`config.mk`:
```
export PLATFORM = sky130hd
export DESIGN_NAME = sram_arbiter
export DESIGN_NICKNAME = d
export VERILOG_FILES = /design/src/rtl/sram_arb_pkg.sv /design/src/rtl/sram_arb_resp_buf.sv /design/src/rtl/sram_arbiter.sv
export SDC_FILE = /design/constraint.sdc
export NUM_CORES = 1
export LEC_CHECK = 0
export ABC_AREA = 1
export CORE_MARGIN = 10
export CORE_UTILIZATION = 45
export DETAILED_ROUTE_END_ITERATION = 6
export GPL_ROUTABILITY_DRIVEN = 1
export PLACE_DENSITY = 0.95
export SYNTH_ARGS = -nofsm -noshare
export SYNTH_HDL_FRONTEND = slang
export SYNTH_HIERARCHICAL = 1
export SYNTH_SLANG_ARGS = --single-unit
```
`constraint.sdc`:
```
create_clock -name clock -period 5.8 [get_ports clock]
set_clock_uncertainty 0.2 [all_clocks]
set_input_delay 0.87 -clock clock [delete_from_list [all_inputs] [get_ports clock]]
set_output_delay 0.87 -clock clock [all_outputs]
set_load 0.03 [all_outputs]
```
`src/rtl/sram_arb_pkg.sv`:
```
// rtl/sram_arb_pkg.sv - shared types and constants for the two-port SRAM arbiter
package sram_arb_pkg;

  typedef enum logic [1:0] {
    IDLE = 2'd0,
    WAIT = 2'd1,
    HOLD = 2'd2
  } resp_state_e;

  localparam int   NUM_PORTS = 2;
  localparam logic CEN_ON    = 1'b0;
  localparam logic WEN_WR    = 1'b0;

endpackage

```
`src/rtl/sram_arb_resp_buf.sv`:
```
// rtl/sram_arb_resp_buf.sv - per-port read response tracker with a one-entry hold buffer
module sram_arb_resp_buf #(
  parameter int DATA_W = 32
) (
  input  logic              clock,
  input  logic              reset,
  input  logic              grant_read,
  input  logic              ready,
  input  logic [DATA_W-1:0] q,
  output logic              resp_free,
  output logic              valid,
  output logic [DATA_W-1:0] rdata
);
  import sram_arb_pkg::*;

  resp_state_e       state;
  resp_state_e       state_next;
  logic [DATA_W-1:0] hold_q;

  always_ff @(posedge clock) begin
    if (reset) begin
      state  <= IDLE;
      hold_q <= '0;
    end else begin
      state <= state_next;
      // SRAM output is only good for one cycle, so park it when the consumer stalls
      if (state == WAIT && !ready) begin
        hold_q <= q;
      end
    end
  end

  always_comb begin
    state_next = state;
    case (state)
      IDLE:    state_next = grant_read ? WAIT : IDLE;
      WAIT:    state_next = ready ? (grant_read ? WAIT : IDLE) : HOLD;
      HOLD:    state_next = ready ? (grant_read ? WAIT : IDLE) : HOLD;
      default: state_next = IDLE;
    endcase
  end

  always_comb begin
    resp_free = (state == IDLE) || ready;
    valid     = (state != IDLE) && !reset;
    rdata     = '0;
    case (state)
      WAIT:    rdata = q;
      HOLD:    rdata = hold_q;
      default: rdata = '0;
    endcase
  end

endmodule

```
`src/rtl/sram_arbiter.sv`:
```
// rtl/sram_arbiter.sv - round-robin two-port arbiter and sequencer for a single-port SRAM
module sram_arbiter #(
  parameter int ADDR_W = 8,
  parameter int DATA_W = 32,
  parameter int STRB_W = DATA_W / 8
) (
  input  logic              clock,
  input  logic              reset,
  input  logic              io_req0_valid,
  output logic              io_req0_ready,
  input  logic              io_req0_write,
  input  logic [ADDR_W-1:0] io_req0_adr,
  input  logic [DATA_W-1:0] io_req0_wdata,
  input  logic [STRB_W-1:0] io_req0_wstrb,
  input  logic              io_req1_valid,
  output logic              io_req1_ready,
  input  logic              io_req1_write,
  input  logic [ADDR_W-1:0] io_req1_adr,
  input  logic [DATA_W-1:0] io_req1_wdata,
  input  logic [STRB_W-1:0] io_req1_wstrb,
  output logic              io_resp0_valid,
  input  logic              io_resp0_ready,
  output logic [DATA_W-1:0] io_resp0_rdata,
  output logic              io_resp1_valid,
  input  logic              io_resp1_ready,
  output logic [DATA_W-1:0] io_resp1_rdata,
  output logic              io_sram_cen,
  output logic              io_sram_wen,
  output logic [STRB_W-1:0] io_sram_wstrb,
  output logic [ADDR_W-1:0] io_sram_adr,
  output logic [DATA_W-1:0] io_sram_d,
  input  logic [DATA_W-1:0] io_sram_q
);
  import sram_arb_pkg::*;

  logic [NUM_PORTS-1:0] req_valid;
  logic [NUM_PORTS-1:0] req_write;
  logic [NUM_PORTS-1:0] resp_free;
  logic [NUM_PORTS-1:0] eligible;
  logic [NUM_PORTS-1:0] grant;
  logic                 last_grant;
  logic                 sel;

  assign req_valid = {io_req1_valid, io_req0_valid};
  assign req_write = {io_req1_write, io_req0_write};
  // A read may only go out if its response slot is empty or drains this cycle
  assign eligible  = req_valid & (req_write | resp_free);
  assign sel       = grant[1];

  always_ff @(posedge clock) begin
    if (reset) begin
      last_grant <= 1'b1;
    end else if (|grant) begin
      last_grant <= grant[1];
    end
  end

  always_comb begin
    grant = '0;
    if (!reset) begin
      if (&eligible) begin
        grant = last_grant ? 2'b01 : 2'b10;
      end else begin
        grant = eligible;
      end
    end
  end

  assign io_req0_ready = grant[0];
  assign io_req1_ready = grant[1];

  always_comb begin
    io_sram_cen   = ~CEN_ON;
    io_sram_wen   = ~WEN_WR;
    io_sram_wstrb = '0;
    io_sram_adr   = '0;
    io_sram_d     = '0;
    if (|grant) begin
      io_sram_cen = CEN_ON;
      io_sram_wen = req_write[sel] ? WEN_WR : ~WEN_WR;
      io_sram_adr = sel ? io_req1_adr : io_req0_adr;
      io_sram_d   = sel ? io_req1_wdata : io_req0_wdata;
      if (req_write[sel]) begin
        io_sram_wstrb = sel ? io_req1_wstrb : io_req0_wstrb;
      end
    end
  end

  sram_arb_resp_buf #(.DATA_W(DATA_W)) u_resp0 (
    .clock      (clock),
    .reset      (reset),
    .grant_read (grant[0] & ~req_write[0]),
    .ready      (io_resp0_ready),
    .q          (io_sram_q),
    .resp_free  (resp_free[0]),
    .valid      (io_resp0_valid),
    .rdata      (io_resp0_rdata)
  );

  sram_arb_resp_buf #(.DATA_W(DATA_W)) u_resp1 (
    .clock      (clock),
    .reset      (reset),
    .grant_read (grant[1] & ~req_write[1]),
    .ready      (io_resp1_ready),
    .q          (io_sram_q),
    .resp_free  (resp_free[1]),
    .valid      (io_resp1_valid),
    .rdata      (io_resp1_rdata)
  );

endmodule

```
* Word level (Yosys, flattened, before mapping)
Index checks and enable logic that the tools add are counted.
Operators by class: magnitude comparators 1, eq/ne operators 4, multiplexer cells 23, bitwise gates (word level) 6, reductions and logical operators 17
Operator list (count):
- one-hot mux 32 bit (2 select lines) | 2
- two-way mux 32 bit | 2
- two-way mux 8 bit | 2
- two-way mux 4 bit | 3
- two-way mux 2 bit | 5
- one-hot mux 2 bit (2 select lines) | 2
- two-way mux 1 bit | 7
- OR reduction 2 bit | 3
- == test 2 x 1 -> 1 bit (second input constant) | 2
- == test 2 bit (second input constant) | 2
- logical AND 1 bit | 4
- logical NOT 2 bit | 2
- nonzero test 2 bit | 2
- logical NOT 1 bit | 3
- bitwise AND 1 bit | 2
- bitwise AND 2 bit | 1
- logical OR 1 bit | 2
- < comparator 1 x 2 -> 1 bit (second input constant) | 1
- inverter 1 bit | 2
- OR 2 bit | 1
- AND reduction 2 bit | 1
Word-level totals: flip-flop bits (word level) 69, output and inout port bits 114, word-level logic and storage cells 56

* Longest topological paths before layout
Gate-level depths: netlist of run 1.
depth after elaboration 11, mapped depth 12, mapped depth without buffers 11

* Hierarchy
The synthesis of run 1 kept the hierarchy.
By module, submodules not included:
- sram_arb_resp_buf | times used 2, cells an instance 329, area each 2213.4 um2, seq. area each 680.7 um2
- sram_arbiter | times used 1, cells an instance 178, area each 877.1 um2, seq. area each 20.0 um2

* Least setup slack after synthesis of run 1
OpenSTA, ideal clock, no wires.
path kind input to output, from input io_resp0_ready, to output io_sram_wstrb[0], arrival 2.340 ns, required time 4.730 ns, slack 2.390 ns, cell stages on the path 9, path buffers 1, path through or2_2 > inv_1 > nand2_1 > nand3_2 > nand2_2 > buf_6 > nand2_1 > nand3_2 > nor2_1
Between the ends: longest elaborated chain between the ends 10, elaborated cells on any way between the ends 12
Ends and longest elaborated chain:
- start, declared | line sram_arbiter.sv:22 | input logic io_resp0_ready,
- logical OR 1 bit (*) | line sram_arb_resp_buf.sv:44 | resp_free = (state == IDLE) || ready;
- OR 2 bit (*) | line sram_arbiter.sv:47 | assign eligible = req_valid & (req_write | resp_free);
- bitwise AND 2 bit (*) | line sram_arbiter.sv:47
- AND reduction 2 bit | line sram_arbiter.sv:61 | if (&eligible) begin
- two-way mux 2 bit (*) | line sram_arbiter.sv:61
- two-way mux 2 bit (*) | line sram_arbiter.sv:60 | if (!reset) begin
- two-way mux 1 bit (not written as such) (2 in series) | line sram_arbiter.sv:83 | if (req_write[sel]) begin
- two-way mux 4 bit | line sram_arbiter.sv:83
- two-way mux 4 bit (*) | line sram_arbiter.sv:78 | if (|grant) begin
- end, declared | line sram_arbiter.sv:29 | output logic [STRB_W-1:0] io_sram_wstrb,
Mark *: on every way between the ends. The rest lies on a longest branch, timed or not. The select of a mux whose other input is x is not followed.

* Worst setup path in the final report of run 1
from input io_resp1_ready, to output io_sram_d[2]
Between the ends: longest elaborated chain between the ends 8, elaborated cells on any way between the ends 9
Ends and longest elaborated chain:
- start, declared | line sram_arbiter.sv:25 | input logic io_resp1_ready,
- logical OR 1 bit (*) | line sram_arb_resp_buf.sv:44
- via resp_free[1] | line sram_arbiter.sv:38 | logic [NUM_PORTS-1:0] resp_free;
- OR 2 bit (*) | line sram_arbiter.sv:47
- bitwise AND 2 bit (*) | line sram_arbiter.sv:47
- AND reduction 2 bit | line sram_arbiter.sv:61
- two-way mux 2 bit (*) | line sram_arbiter.sv:61
- two-way mux 2 bit (*) | line sram_arbiter.sv:60
- two-way mux 32 bit or OR reduction 2 bit (tied branches) | line sram_arbiter.sv:82, sram_arbiter.sv:78
- two-way mux 32 bit (*) | line sram_arbiter.sv:78
- end, declared | line sram_arbiter.sv:31 | output logic [DATA_W-1:0] io_sram_d,
The timed path passes the listed nets; every way through them passes the cells marked *.

==> results of run 1 <==
per-layer routing:
metal	track usage, %	share of wire [%]	vias up
met2	36.52	50	188
met3	4.148	6.6	19
met5	0	0	-
met1	27.86	42	2670
met4	5.108	1.4	0
li1	-	-	2974
worst max-delay path by stage:
| stage | startpoint | end | slack (ns) | cells past startpoint |
|---|---|---|---|---|
| 2_1_floorplan | io_resp0_ready | io_sram_wstrb[0] | 2.39 | 9 |
| 3_3_place_gp | io_resp1_ready | io_sram_d[12] | 0.91 | 9 |
| 3_5_place_dp | io_resp1_ready | io_sram_d[21] | 0.87 | 9 |
| 4_1_cts | io_resp1_ready | io_sram_d[21] | 0.87 | 9 |
| 5_1_grt | io_resp1_ready | io_sram_d[28] | 0.61 | 9 |
| 6_report | io_resp1_ready | io_sram_d[2] | 0.83 | 9 |
state kept, by name, summed over array words and instances, names as in the netlist:
signal,count
u_resp1/hold_q,32
u_resp1/state,2
u_resp0/hold_q,32
u_resp0/state,2
last_grant,1
layout make-up:
cell class / instances / area share (%)
clock inverters: 3 / 0.6080
well taps: 143 / 2.288
flip-flops and latches: 69 / 17.66
clock buffers: 12 / 3.024
multi-input cells: 622 / 40.51
repair buffers: 249 / 31.62
inverters: 88 / 4.288
cells by family after synthesis:
logic type               after synthesis
flip-flops                            69
AND/OR/NAND/NOR                      504
adder cells (fa/ha/maj)                8
buffers and inverters                145
AO/OA/AOI/OAI                        110
worst min-delay path: stages, from the launching register on:
cell and delay, ns:
sky130_fd_sc_hd__dfxtp_1 0.33, sky130_fd_sc_hd__nor2_1 0.05, sky130_fd_sc_hd__nor2_1 0.08
metrics by stage:
stage	cell area (sq um)	hold slack (ns)
finish	7820	0.2866
global route	7820	0.3107
CTS	7820	0.2876
detailed placement	7536	0.2736
global placement	7536	0.2602
floorplan	5304	0.2549
placed cells by master (no fill, tap or decap), types with 4 or more instances in the layout:
master / count
sky130_fd_sc_hd__clkdlybuf4s50_1: 241
sky130_fd_sc_hd__nand2_1: 203
sky130_fd_sc_hd__nor2_1: 154
sky130_fd_sc_hd__inv_1: 83
sky130_fd_sc_hd__dfxtp_1: 69
sky130_fd_sc_hd__a21oi_1: 67
sky130_fd_sc_hd__nor2_2: 65
sky130_fd_sc_hd__nand3_2: 62
sky130_fd_sc_hd__o21ai_0: 25
sky130_fd_sc_hd__o21ai_1: 17
sky130_fd_sc_hd__nand3_1: 9
sky130_fd_sc_hd__clkbuf_16: 9
sky130_fd_sc_hd__buf_4: 8
sky130_fd_sc_hd__ha_1: 6
sky130_fd_sc_hd__inv_2: 4
power by group:
part | leakage (nW) | switching (mW) | internal, mW
Sequential | 0.558 | 0.00516 | 0.484
Combinational | 2.19 | 0.195 | 0.157
Clock | 0.137 | 0.195 | 0.332
Total | 2.88 | 0.395 | 0.973
==> run summary, run 1 <==
Layout
• filler-free cell count of the finished design: 1,186
• final cell utilization of the core: 68.19%
• nets: 1,175
• total of fill cells in the finished design: 967
• area added between synthesis and finish: 47.44%
• multi-input combinational cell area: 0.003168 sq mm
• layout cell share with drive strength beyond 1: 15.53%
• Storage cell area: 0.001381 sq mm
• final antenna diode count: 0

Setup path
• cells along the critical path: clkdlybuf4s50_1 -> or2_2 -> nor2_1 -> nor3_4 -> nand2_2 -> clkinv_4 -> nor2_1 -> nor2_1 -> clkdlybuf4s50_1
• critical path start-end classification: primary input to primary output
• FF-to-FF setup slack: 3.44 ns
• type of origin of the critical path: primary input
• kind of end point of the critical path: primary output
• required time worst endpoint: 4.73 ns
• most frequent CP cell: sky130_fd_sc_hd__nor2_1
• worst-path cell with the longest stage delay: sky130_fd_sc_hd__clkdlybuf4s50_1
• worst path buffer plus inverter count: 3
• cell family with the largest share of critical-path delay: buffers and inverters
• cell count of the worst reg-to-reg path: 6
• highest net fanout along the worst path: 41
• stage delay of the slowest cell on the critical path: 0.60 ns
• Crit Reg-Reg Startpoint: u_resp0/state[1]$_SDFF_PP0_
• worst path arrival time: 3.90 ns
• endpoint of the worst-slack reg-to-reg timing path: u_resp0/hold_q[15]$_SDFFE_PP0P_

Drt
• drt first pass iters: 5
• remaining antenna violation count after routing: 0
• total number of vias: 5,851
• final wirelength: 19.31 mm
• total DRC errors in the routed layout: 0
• drt initial violations: 555
• vias per cell: 4.933
• routed length per placed instance: 16.28 um

Floorplan
• standard cell core area: 0.01147 sq mm
• initial standard-cell utilization of the core: 46.25%
• overall die area: 0.01653 sq mm
• number of top-level design ports: 242
• vertical die dimension: 128.6 um
• Rows: 39
• die outline width: 128.6 um

Clock tree
• clock insertion delay at the later pin of the skew report: 0.31 ns
• clock tree from TritonCTS: yes
• CTS Buf Count: 9
• clk buf depth: 2
• clock slew at reported path FFs: 0.05 ns
• Max H-tree Level: 3
• Clock Sinks: 69
• count of instances resized after the clock tree is built: 0
• hold bufs inserted after CTS: 0
• Post CTS Setup Buffer Count: 0
• CTS Root Cell: sky130_fd_sc_hd__clkbuf_16

Yosys
• share of synthesized area occupied by flip-flops and latches: 26.04%
• share of synthesized cell area in full adder, half adder and majority cells: 1.887%
• main combinational cell family by area after synthesis: simple AND/OR/NAND/NOR gates
• share of synthesized registers carrying an async set or reset: 0%
• Synthesized Nets: 972
• synthesized instance count: 836
• compound-gate portion of the synthesized area: 10.59%
• number of library cell types mapped by synthesis: 26
• Syn Area/Cell: 6.344 sq um
• number of flops mapped to enable cells by yosys: 0
• Yosys warning count: 6
• most common library cells after synthesis: sky130_fd_sc_hd__nand2_1, sky130_fd_sc_hd__nor2_1, sky130_fd_sc_hd__inv_1
• simple-gate area share of the yosys netlist: 47.16%
• parity-gate share of the synthesized area counting xor and xnor cells: 0%
• most numerous cell in the Yosys netlist: sky130_fd_sc_hd__nand2_1
• portion of netlist area occupied by mux cells: 0%
• total of flip-flops plus latches after synthesis: 69
• mapped cell area: 0.005304 sq mm
• fraction of post-synthesis cell area in the top cell type by area: 26.04%
• dominant register cell in the synthesized netlist: sky130_fd_sc_hd__dfxtp_1
• cell accounting for the most synthesized area: sky130_fd_sc_hd__dfxtp_1
• leading post-synthesis cells by cell area: sky130_fd_sc_hd__dfxtp_1, sky130_fd_sc_hd__nand2_1, sky130_fd_sc_hd__nand3_2, sky130_fd_sc_hd__nor2_1, sky130_fd_sc_hd__nor2_2

Min path
• Worst Hold Path EP: u_resp1/hold_q[20]$_SDFFE_PP0P_
• min-delay worst type: flip-flop to flip-flop
• min-delay src: u_resp1/hold_q[20]$_SDFFE_PP0P_
• Worst Hold Path Cells: 2

Global route
• first-pass GRT wire length: 29.46 mm
• largest net degree at the start of global routing: 44
• initial antenna violation count: 0
• vias in the first global route: 5,509
• global-route usage over all layers: 21.65%
• GRT overflow: 0

Run
• reported max-cap violation count: 0

Placement
• instance count after placement with tap cells included: 1,171
• I/O Buffers: 241
• half-perimeter wire length after detailed placement: 14.39 mm
• final weighted congestion in routability-driven placement: 0.9339
• DP Worst Slack: 0.8728 ns

STA
• setup repair after global routing missed its margin: false
• headroom to the max-slew limit: 21.95%
• shortest clock period the worst path allows after layout: 4.971 ns
• final total negative setup slack: 0 ns
• setup slack of the critical path after layout: 0.8291 ns
• Slew Viols, Final: 0
• final worst-path cycle share: 85.70%
• transition at the pin with the smallest max-transition slack: 1.169 ns
• Setup-failing EPs final: 0
• Peak Freq: 201.2 MHz
• number of hold violations in the final report: 0

Pwr
• post-layout total power: 1.368 mW
• Lkg Pwr: 2.885 nW
• peak supply drop: 0.0001186 V
• power density over the cells: 174.9 mW/mm^2

Run status
• run status: finished clean

(Power assumes the default switching activity.)
==> run 2, diff against run 1 <==
- GPL_TIMING_DRIVEN: default -> 1
==> results of run 2 <==
Final layout, timing and power as in run 1 (identical DEF).
==> run 3, diff against run 2 <==
- SETUP_SLACK_MARGIN: default -> 0.02
==> results of run 3 <==
Final layout, timing and power as in run 1 (identical DEF).
